[src/rtl/ring_tracker_pkg.sv]
// ring_tracker_pkg
//   Shared types and helpers for the ring index tracker.
//   - ring_op_t  : command opcodes carried on cmd_op
//   - ch_state_t : per-channel FSM state (IDLE / ROTATING)
//   - onehot_to_index() : binary position of the set bit in a one-hot ring
//     of up to MAX_RING_W bits (callers zero-extend narrower rings).
//   Optional feature macro used by the design: RING_WRAP_COUNT_EN.
package ring_tracker_pkg;

  typedef enum logic [1:0] {
    HOLD     = 2'd0,
    STEP     = 2'd1,
    LOAD     = 2'd2,
    ROTATE_N = 2'd3
  } ring_op_t;

  typedef enum logic {
    IDLE     = 1'b0,
    ROTATING = 1'b1
  } ch_state_t;

  // Widest ring the encoder helper accepts.
  localparam int MAX_RING_W = 256;

  // OR together the positions of all set bits; for a one-hot input this is
  // exactly the index of the single set bit.
  function automatic int onehot_to_index(input logic [MAX_RING_W-1:0] v);
    int idx;
    idx = 0;
    for (int i = 0; i < MAX_RING_W; i++) begin
      if (v[i]) idx = idx | i;
    end
    return idx;
  endfunction

endpackage

[src/rtl/ring_channel.sv]
// ring_channel
//   One one-hot ring with its command FSM, rotation counter and registered
//   binary index. With RING_WRAP_COUNT_EN defined it also keeps a signed-ish
//   modulo-256 wrap counter (+1 per forward wrap, -1 per backward wrap).
// Ports
//   clock, reset : posedge clock, synchronous active-high reset
//   start        : a command for this channel is accepted this cycle
//   op/dir/arg   : the accepted command (only meaningful with start)
//   ring         : one-hot ring, reset value 'b1
//   index        : encode(ring) registered one cycle later
//   state        : FSM state (ROTATING means the channel is busy)
//   done         : one-cycle pulse after a command completes
//   wrap_count   : (RING_WRAP_COUNT_EN only) wrap counter
module ring_channel
  import ring_tracker_pkg::*;
#(
  parameter int WIDTH = 8,
  parameter int IDX_W = $clog2(WIDTH)
) (
  input  logic             clock,
  input  logic             reset,
  input  logic             start,
  input  ring_op_t         op,
  input  logic             dir,
  input  logic [IDX_W-1:0] arg,
  output logic [WIDTH-1:0] ring,
  output logic [IDX_W-1:0] index,
  output ch_state_t        state,
  output logic             done
`ifdef RING_WRAP_COUNT_EN
  ,
  output logic [7:0]       wrap_count
`endif
);

  localparam logic [WIDTH-1:0] RING_RESET = {{(WIDTH-1){1'b0}}, 1'b1};

  ch_state_t        state_n;
  logic [WIDTH-1:0] ring_n;
  logic [IDX_W-1:0] cnt, cnt_n;
  logic             dir_q, dir_n;
  logic             done_n;
  logic             step_en, step_dir, load_en;

  // Next-state / control decode.
  always_comb begin
    state_n  = state;
    cnt_n    = cnt;
    dir_n    = dir_q;
    done_n   = 1'b0;
    step_en  = 1'b0;
    step_dir = dir;
    load_en  = 1'b0;
    unique case (state)
      IDLE: begin
        if (start) begin
          unique case (op)
            HOLD: done_n = 1'b1;
            STEP: begin
              step_en = 1'b1;
              done_n  = 1'b1;
            end
            LOAD: begin
              load_en = 1'b1;
              done_n  = 1'b1;
            end
            ROTATE_N: begin
              // A zero count behaves like HOLD and never leaves IDLE.
              if (arg == '0) begin
                done_n = 1'b1;
              end else begin
                state_n = ROTATING;
                cnt_n   = arg;
                dir_n   = dir;
              end
            end
            default: ;
          endcase
        end
      end
      ROTATING: begin
        step_en  = 1'b1;
        step_dir = dir_q;
        cnt_n    = cnt - 1'b1;
        // Last step: leave ROTATING on the same edge that makes the final move.
        if (cnt == IDX_W'(1)) begin
          state_n = IDLE;
          done_n  = 1'b1;
        end
      end
      default: state_n = IDLE;
    endcase
  end

  // Ring datapath: LOAD builds a fresh one-hot value, steps rotate by one.
  always_comb begin
    ring_n = ring;
    if (load_en) begin
      ring_n = RING_RESET << arg;
    end else if (step_en) begin
      if (step_dir) ring_n = {ring[0], ring[WIDTH-1:1]};
      else          ring_n = {ring[WIDTH-2:0], ring[WIDTH-1]};
    end
  end

  always_ff @(posedge clock) begin
    if (reset) begin
      state <= IDLE;
      ring  <= RING_RESET;
      cnt   <= '0;
      dir_q <= 1'b0;
      done  <= 1'b0;
      index <= '0;
    end else begin
      state <= state_n;
      ring  <= ring_n;
      cnt   <= cnt_n;
      dir_q <= dir_n;
      done  <= done_n;
      // Encodes the current ring, so index trails ring by one cycle.
      index <= IDX_W'(onehot_to_index(MAX_RING_W'(ring)));
    end
  end

`ifdef RING_WRAP_COUNT_EN
  // A forward wrap is a step out of the top bit, a backward wrap a step out
  // of bit 0. LOAD never counts, even if it jumps across the boundary.
  always_ff @(posedge clock) begin
    if (reset) begin
      wrap_count <= 8'd0;
    end else if (step_en) begin
      if (!step_dir && ring[WIDTH-1])
        wrap_count <= wrap_count + 8'd1;
      else if (step_dir && ring[0])
        wrap_count <= wrap_count - 8'd1;
    end
  end
`endif

endmodule

[src/rtl/ring_index_tracker.sv]
// ring_index_tracker
//   Multi-channel one-hot ring position tracker with a shared command port.
//   Holds command decode and ready only; each ring lives in a ring_channel.
//   Optional feature macro: RING_WRAP_COUNT_EN adds the wrap_count output.
// Ports
//   clock, reset  : posedge clock, synchronous active-high reset
//   cmd_valid     : command offered
//   cmd_ready     : command accepted this cycle when cmd_valid & cmd_ready
//   cmd_ch        : target channel (values >= NUM_CH are accepted and dropped)
//   cmd_op        : ring_op_t opcode (HOLD/STEP/LOAD/ROTATE_N)
//   cmd_dir       : 0 = forward (towards higher bits), 1 = backward
//   cmd_arg       : LOAD target index / ROTATE_N step count
//   ring          : per-channel one-hot rings, ch0 in the LSBs
//   indices       : per-channel registered binary index (lags ring by 1)
//   busy          : per-channel ROTATE_N in progress
//   done          : per-channel one-cycle completion pulse
//   wrap_count    : (RING_WRAP_COUNT_EN only) per-channel 8-bit wrap counter
//
// Handshake: a command transfers on a clock edge where cmd_valid and
// cmd_ready are both high. cmd_ready depends only on cmd_ch and the target
// channel's busy flag, never on cmd_valid; the source keeps cmd_* stable
// until the transfer happens.
module ring_index_tracker
  import ring_tracker_pkg::*;
#(
  parameter  int NUM_CH = 2,
  parameter  int WIDTH  = 8,
  localparam int IDX_W  = $clog2(WIDTH),
  localparam int CH_W   = (NUM_CH > 1) ? $clog2(NUM_CH) : 1
) (
  input  logic                    clock,
  input  logic                    reset,
  input  logic                    cmd_valid,
  output logic                    cmd_ready,
  input  logic [CH_W-1:0]         cmd_ch,
  input  logic [1:0]              cmd_op,
  input  logic                    cmd_dir,
  input  logic [IDX_W-1:0]        cmd_arg,
  output logic [NUM_CH*WIDTH-1:0] ring,
  output logic [NUM_CH*IDX_W-1:0] indices,
  output logic [NUM_CH-1:0]       busy,
  output logic [NUM_CH-1:0]       done
`ifdef RING_WRAP_COUNT_EN
  ,
  output logic [NUM_CH*8-1:0]     wrap_count
`endif
);

  logic      [NUM_CH-1:0] start;
  ch_state_t              ch_state [NUM_CH];
  logic                   accept;

  // Only a busy, in-range target channel can stall the port; out-of-range
  // channels match no loop iteration and are therefore always ready.
  always_comb begin
    cmd_ready = 1'b1;
    for (int c = 0; c < NUM_CH; c++) begin
      if (cmd_ch == CH_W'(c) && busy[c]) cmd_ready = 1'b0;
    end
  end

  assign accept = cmd_valid & cmd_ready;

  for (genvar c = 0; c < NUM_CH; c++) begin : g_ch
    assign start[c] = accept && (cmd_ch == CH_W'(c));
    assign busy[c]  = (ch_state[c] == ROTATING);

    ring_channel #(
      .WIDTH (WIDTH),
      .IDX_W (IDX_W)
    ) u_ch (
      .clock      (clock),
      .reset      (reset),
      .start      (start[c]),
      .op         (ring_op_t'(cmd_op)),
      .dir        (cmd_dir),
      .arg        (cmd_arg),
      .ring       (ring[c*WIDTH +: WIDTH]),
      .index      (indices[c*IDX_W +: IDX_W]),
      .state      (ch_state[c]),
      .done       (done[c])
`ifdef RING_WRAP_COUNT_EN
      ,
      .wrap_count (wrap_count[c*8 +: 8])
`endif
    );
  end

endmodule

[config.mk]
export PLATFORM = sky130hd
export DESIGN_NAME = ring_index_tracker
export DESIGN_NICKNAME = d
export VERILOG_FILES = /design/src/rtl/ring_tracker_pkg.sv /design/src/rtl/ring_channel.sv /design/src/rtl/ring_index_tracker.sv
export SDC_FILE = /design/constraint.sdc
export NUM_CORES = 1
export LEC_CHECK = 0
export BUFFER_PORTS_ARGS = -buffer_cell sky130_fd_sc_hd__buf_4
export CAP_MARGIN = 20
export CORE_MARGIN = 5
export CORE_UTILIZATION = 40
export CTS_CLUSTER_SIZE = 12
export DETAILED_ROUTE_END_ITERATION = 6
export PLACE_DENSITY = 0.62
export SLEW_MARGIN = 20
export SYNTH_ARGS = -nofsm -noshare
export SYNTH_HDL_FRONTEND = slang
export SYNTH_SLANG_ARGS = --single-unit
[constraint.sdc]
create_clock -name clock -period 2.02 [get_ports clock]
set_input_delay 0.202 -clock clock [delete_from_list [all_inputs] [get_ports clock]]
set_output_delay 0.202 -clock clock [all_outputs]
set_load 0.05 [all_outputs]
==> results.md <==
- Run status: complete, no violations
- Adder-cell share of the synthesized area: 0.02601
- Count of flip-flops with a built-in enable after synthesis: 0
- Kind of launch point of the worst setup path: register
- Routed vias/inst: 5.531
- Combinational family with the most area after synthesis: compound AO/OA/AOI/OAI gates
- Cell Area, Synth: 1924 um^2
- Clk_lat worst skew: 0.28 ns
- Gpl congestion: 0.7259
- Headroom to the max-slew limit: 0.6213
- Total number of cells along the worst setup path: 4
- Leading register cell type out of synthesis: sky130_fd_sc_hd__dfxtp_1
- Via Count: 1687
- Count of maximum capacitance violations: 0
- Drt wl/cell: 14.42 um
- First-pass GRT wire length: 7.369 mm
- Die extent in y: 79.36 um
- Number of antenna violations at the first check in global routing: 0
- Layout cells sized above 1: 0.2829
- Sort of element at the end of the critical path: register
- Cell breakdown of the critical path: mux2i_4 > mux2_2 > o211ai_1 > a21oi_1
- Compound-Gate Fraction of Synth Area: 0.2152
- Number of DRC violations after detailed routing: 0
- Power per unit of standard cell area: 695.5 nW/um^2
- Share of synthesized registers carrying an async set or reset: 0
- Final count of negative-setup-slack endpoints: 0
- Placed cell count: 297
- Count of H-tree levels built during CTS: 2
- Mapped Nets: 234
- Netlist cell types: 38
- Final-report hold violation count: 0
- Initial drt markers: 66
- Post-CTS Setup Repair Bufs: 0
- Standard-cell rows: 25
- Post-route fraction of the period consumed by the critical path: 0.7795
- Cells after Synth: 220
- Critical path data arrival time: 1.73 ns
- Hold_buf cts: 0
- Horizontal die dimension: 79.36 um
- Layout area overhead: 19.51%
- Num Clock Sinks: 34
- Die outline area: 6298 um^2
- Register-to-Register Path Depth: 4
- Antenna Diode Count: 0
- Detailed-route wire length: 4.397 mm
- Sum Neg Setup Slack: 0 ns
- FMAX: 635.1 MHz
- YS warnings: 0
- Max IR drop VDD: 0.3036 mV
- Clock skew after layout: 0.003000 ns
- Synth Register Bits: 34
- Effective utilization at floorplan: 0.4101
- Vias in the first global route: 1533
- Sequential-to-total area share from yosys stat: 0.3537
- Final Max Slew Viols: 0
- Buffers plus inverters on the worst setup path: 0
- Detail Placement HPWL: 3.249 mm
- Setup repair after global routing missed its margin: false
- Multiplexer fraction of the synthesized cell area: 0.1424
- Final critical-path required period: 1.575 ns
- Global route total overflow: 0
- Worst min-delay path class: in -> reg
- IO Pins: 37
- Resize count post-CTS: 0
- Core Footprint: 4692 um^2
- Slowest stage cell on the critical path: sky130_fd_sc_hd__mux2i_4
- FILL cells: 476
- Inserted Clock Buffers: 5
- Layout Utilization: 0.4901
- Post-route worst hold slack: 0.2368 ns
- Least-Margin Pin Slew: 0.5680 ns
- CTS Buffer Depth: 2
- Non-filler cells in the finished layout: 305
- Leading cell types by total area after synthesis: sky130_fd_sc_hd__dfxtp_1, sky130_fd_sc_hd__mux2_2, sky130_fd_sc_hd__a21oi_1
- TritonCTS clock tree: yes
- Post-DRT Antenna Nets: 0
- CTS root buffer: sky130_fd_sc_hd__clkbuf_8
- Detailed Routing Iterations Pass 1: 4
- Average cell area after synthesis: 8.747 um^2
- Area share of xor/xnor cells in the synthesized design: 0.004551
- Area fraction of the dominant cell type after synthesis: 0.3537
- Maximum number of pins on one net before global-route repair: 35
- Family of cells with the greatest summed delay on the critical path: multiplexers
- Slowest stage delay, CP: 0.40 ns
- Simple logic cell fraction of the synthesized area: 0.2029
- Input/output buffers: 36
- Clock transition at path regs: 0.07 ns
- Data required time at the worst endpoint: 2.17 ns
- Aggregate global-route resource usage: 0.1475
- Total leakage power: 0.0008703 uW
- Biggest area consumer among synthesized cells: sky130_fd_sc_hd__dfxtp_1
- Final net count: 264
- Instance count along the most critical hold path: 3
- Crit path max fanout: 8
- Class of the most critical setup path: reg -> reg
## cell usage in the layout, fill, tap and decap left out, drive strengths merged, types with 2 or more instances in the layout
master	n
o211ai	11
nand3	14
nand2b	2
mux2i	8
mux2	15
nor2	18
inv	6
a22oi	3
dfxtp	34
a21oi	22
ha	4
buf	40
clkbuf	7
nor3	8
nor4	6
a21o	2
o21a	4
o21ai	6
nand3b	3
nor2b	4
a211oi	7
or3b	2
nand2	14
## final timing paths
| check | startpoint | to | slack, ns |
|---|---|---|---|
| min reg2reg | g_ch[0].u_ch.cnt[2] | g_ch[0].u_ch.cnt[2] | 0.48 |
| min | cmd_dir | g_ch[1].u_ch.dir_q | 0.24 |
| max reg2reg | g_ch[1].u_ch.state | g_ch[1].u_ch.ring[5] | 0.45 |
| max | g_ch[1].u_ch.state | g_ch[1].u_ch.ring[5] | 0.45 |
## kinds of logic after synthesis
kind of cell,after synthesis
AO/OA/AOI/OAI,61
XOR/XNOR,1
adder cells (fa/ha/maj),4
buffers and inverters,23
flip-flops,34
multiplexers,23
AND/OR/NAND/NOR,74
## state kept, by name, summed over array words and instances (netlist names)
signal,count
g_ch.u_ch.done,2
g_ch.u_ch.state,2
g_ch.u_ch.index,6
g_ch.u_ch.dir_q,2
g_ch.u_ch.cnt,6
g_ch.u_ch.ring,16
## synthesized netlist by cell type, types with 2 or more instances
cell type	n
sky130_fd_sc_hd__dfxtp_1	34
sky130_fd_sc_hd__nor4_1	6
sky130_fd_sc_hd__nand2_1	14
sky130_fd_sc_hd__mux2i_4	2
sky130_fd_sc_hd__mux2i_1	6
sky130_fd_sc_hd__o21ai_0	6
sky130_fd_sc_hd__ha_1	4
sky130_fd_sc_hd__nand2b_1	2
sky130_fd_sc_hd__buf_4	4
sky130_fd_sc_hd__nor2_1	18
sky130_fd_sc_hd__or3b_2	2
sky130_fd_sc_hd__a21oi_1	22
sky130_fd_sc_hd__o21a_1	4
sky130_fd_sc_hd__nand3b_1	3
sky130_fd_sc_hd__nor2b_1	4
sky130_fd_sc_hd__inv_1	6
sky130_fd_sc_hd__a211oi_2	2
sky130_fd_sc_hd__nand3_1	14
sky130_fd_sc_hd__buf_2	4
sky130_fd_sc_hd__a211oi_1	5
sky130_fd_sc_hd__nor3_4	2
sky130_fd_sc_hd__o211ai_1	11
sky130_fd_sc_hd__clkbuf_1	8
sky130_fd_sc_hd__a21o_1	2
sky130_fd_sc_hd__mux2_2	15
sky130_fd_sc_hd__a22oi_1	3
sky130_fd_sc_hd__nor3_1	6
## area by class of cell
cell class | instances | area (um^2) | area share
clock inverter | 1 | 5.005 | 0.002176
tap | 54 | 67.56 | 0.02938
clock buffer | 7 | 86.33 | 0.03754
multi-input combinational | 163 | 1137 | 0.4946
sequential | 34 | 680.7 | 0.2960
inverter | 6 | 22.52 | 0.009793
timing repair buffer | 40 | 300.3 | 0.1306
## per-layer routing
metal / wire (um) / vias up / track usage / part of all wire
li1: - / 862 / - / -
met1: 2115 / 786 / 0.1979 / 0.48
met2: 2056 / 35 / 0.2315 / 0.47
met3: 186 / 4 / 0.03741 / 0.042
met4: 38 / 0 / 0.04639 / 0.0086
met5: 0 / - / 0 / 0
## report_power, final
group / internal, uW / switching (uW)
logic: 130 / 232
clock network: 275 / 229
registers: 704 / 29.5
## worst min-delay path, stage by stage
cell and delay, ns:
sky130_fd_sc_hd__buf_4 0.14, sky130_fd_sc_hd__nand3_1 0.07, sky130_fd_sc_hd__a21oi_1 0.06
## stage by stage
| step | instance area [um^2] | power [uW] | setup slack [ns] |
|---|---|---|---|
| finish | 2300 | 1599 | 0.4454 |
| CTS | 2300 | 1623 | 0.4257 |
| global route | 2300 | 1685 | 0.3459 |
| detailed placement | 2208 | 1113 | 0.3894 |
| floorplan | 1924 | 1010 | 0.4001 |
| global placement | 2208 | 1109 | 0.4135 |
Note: power is estimated with default switching activity, not from simulation.
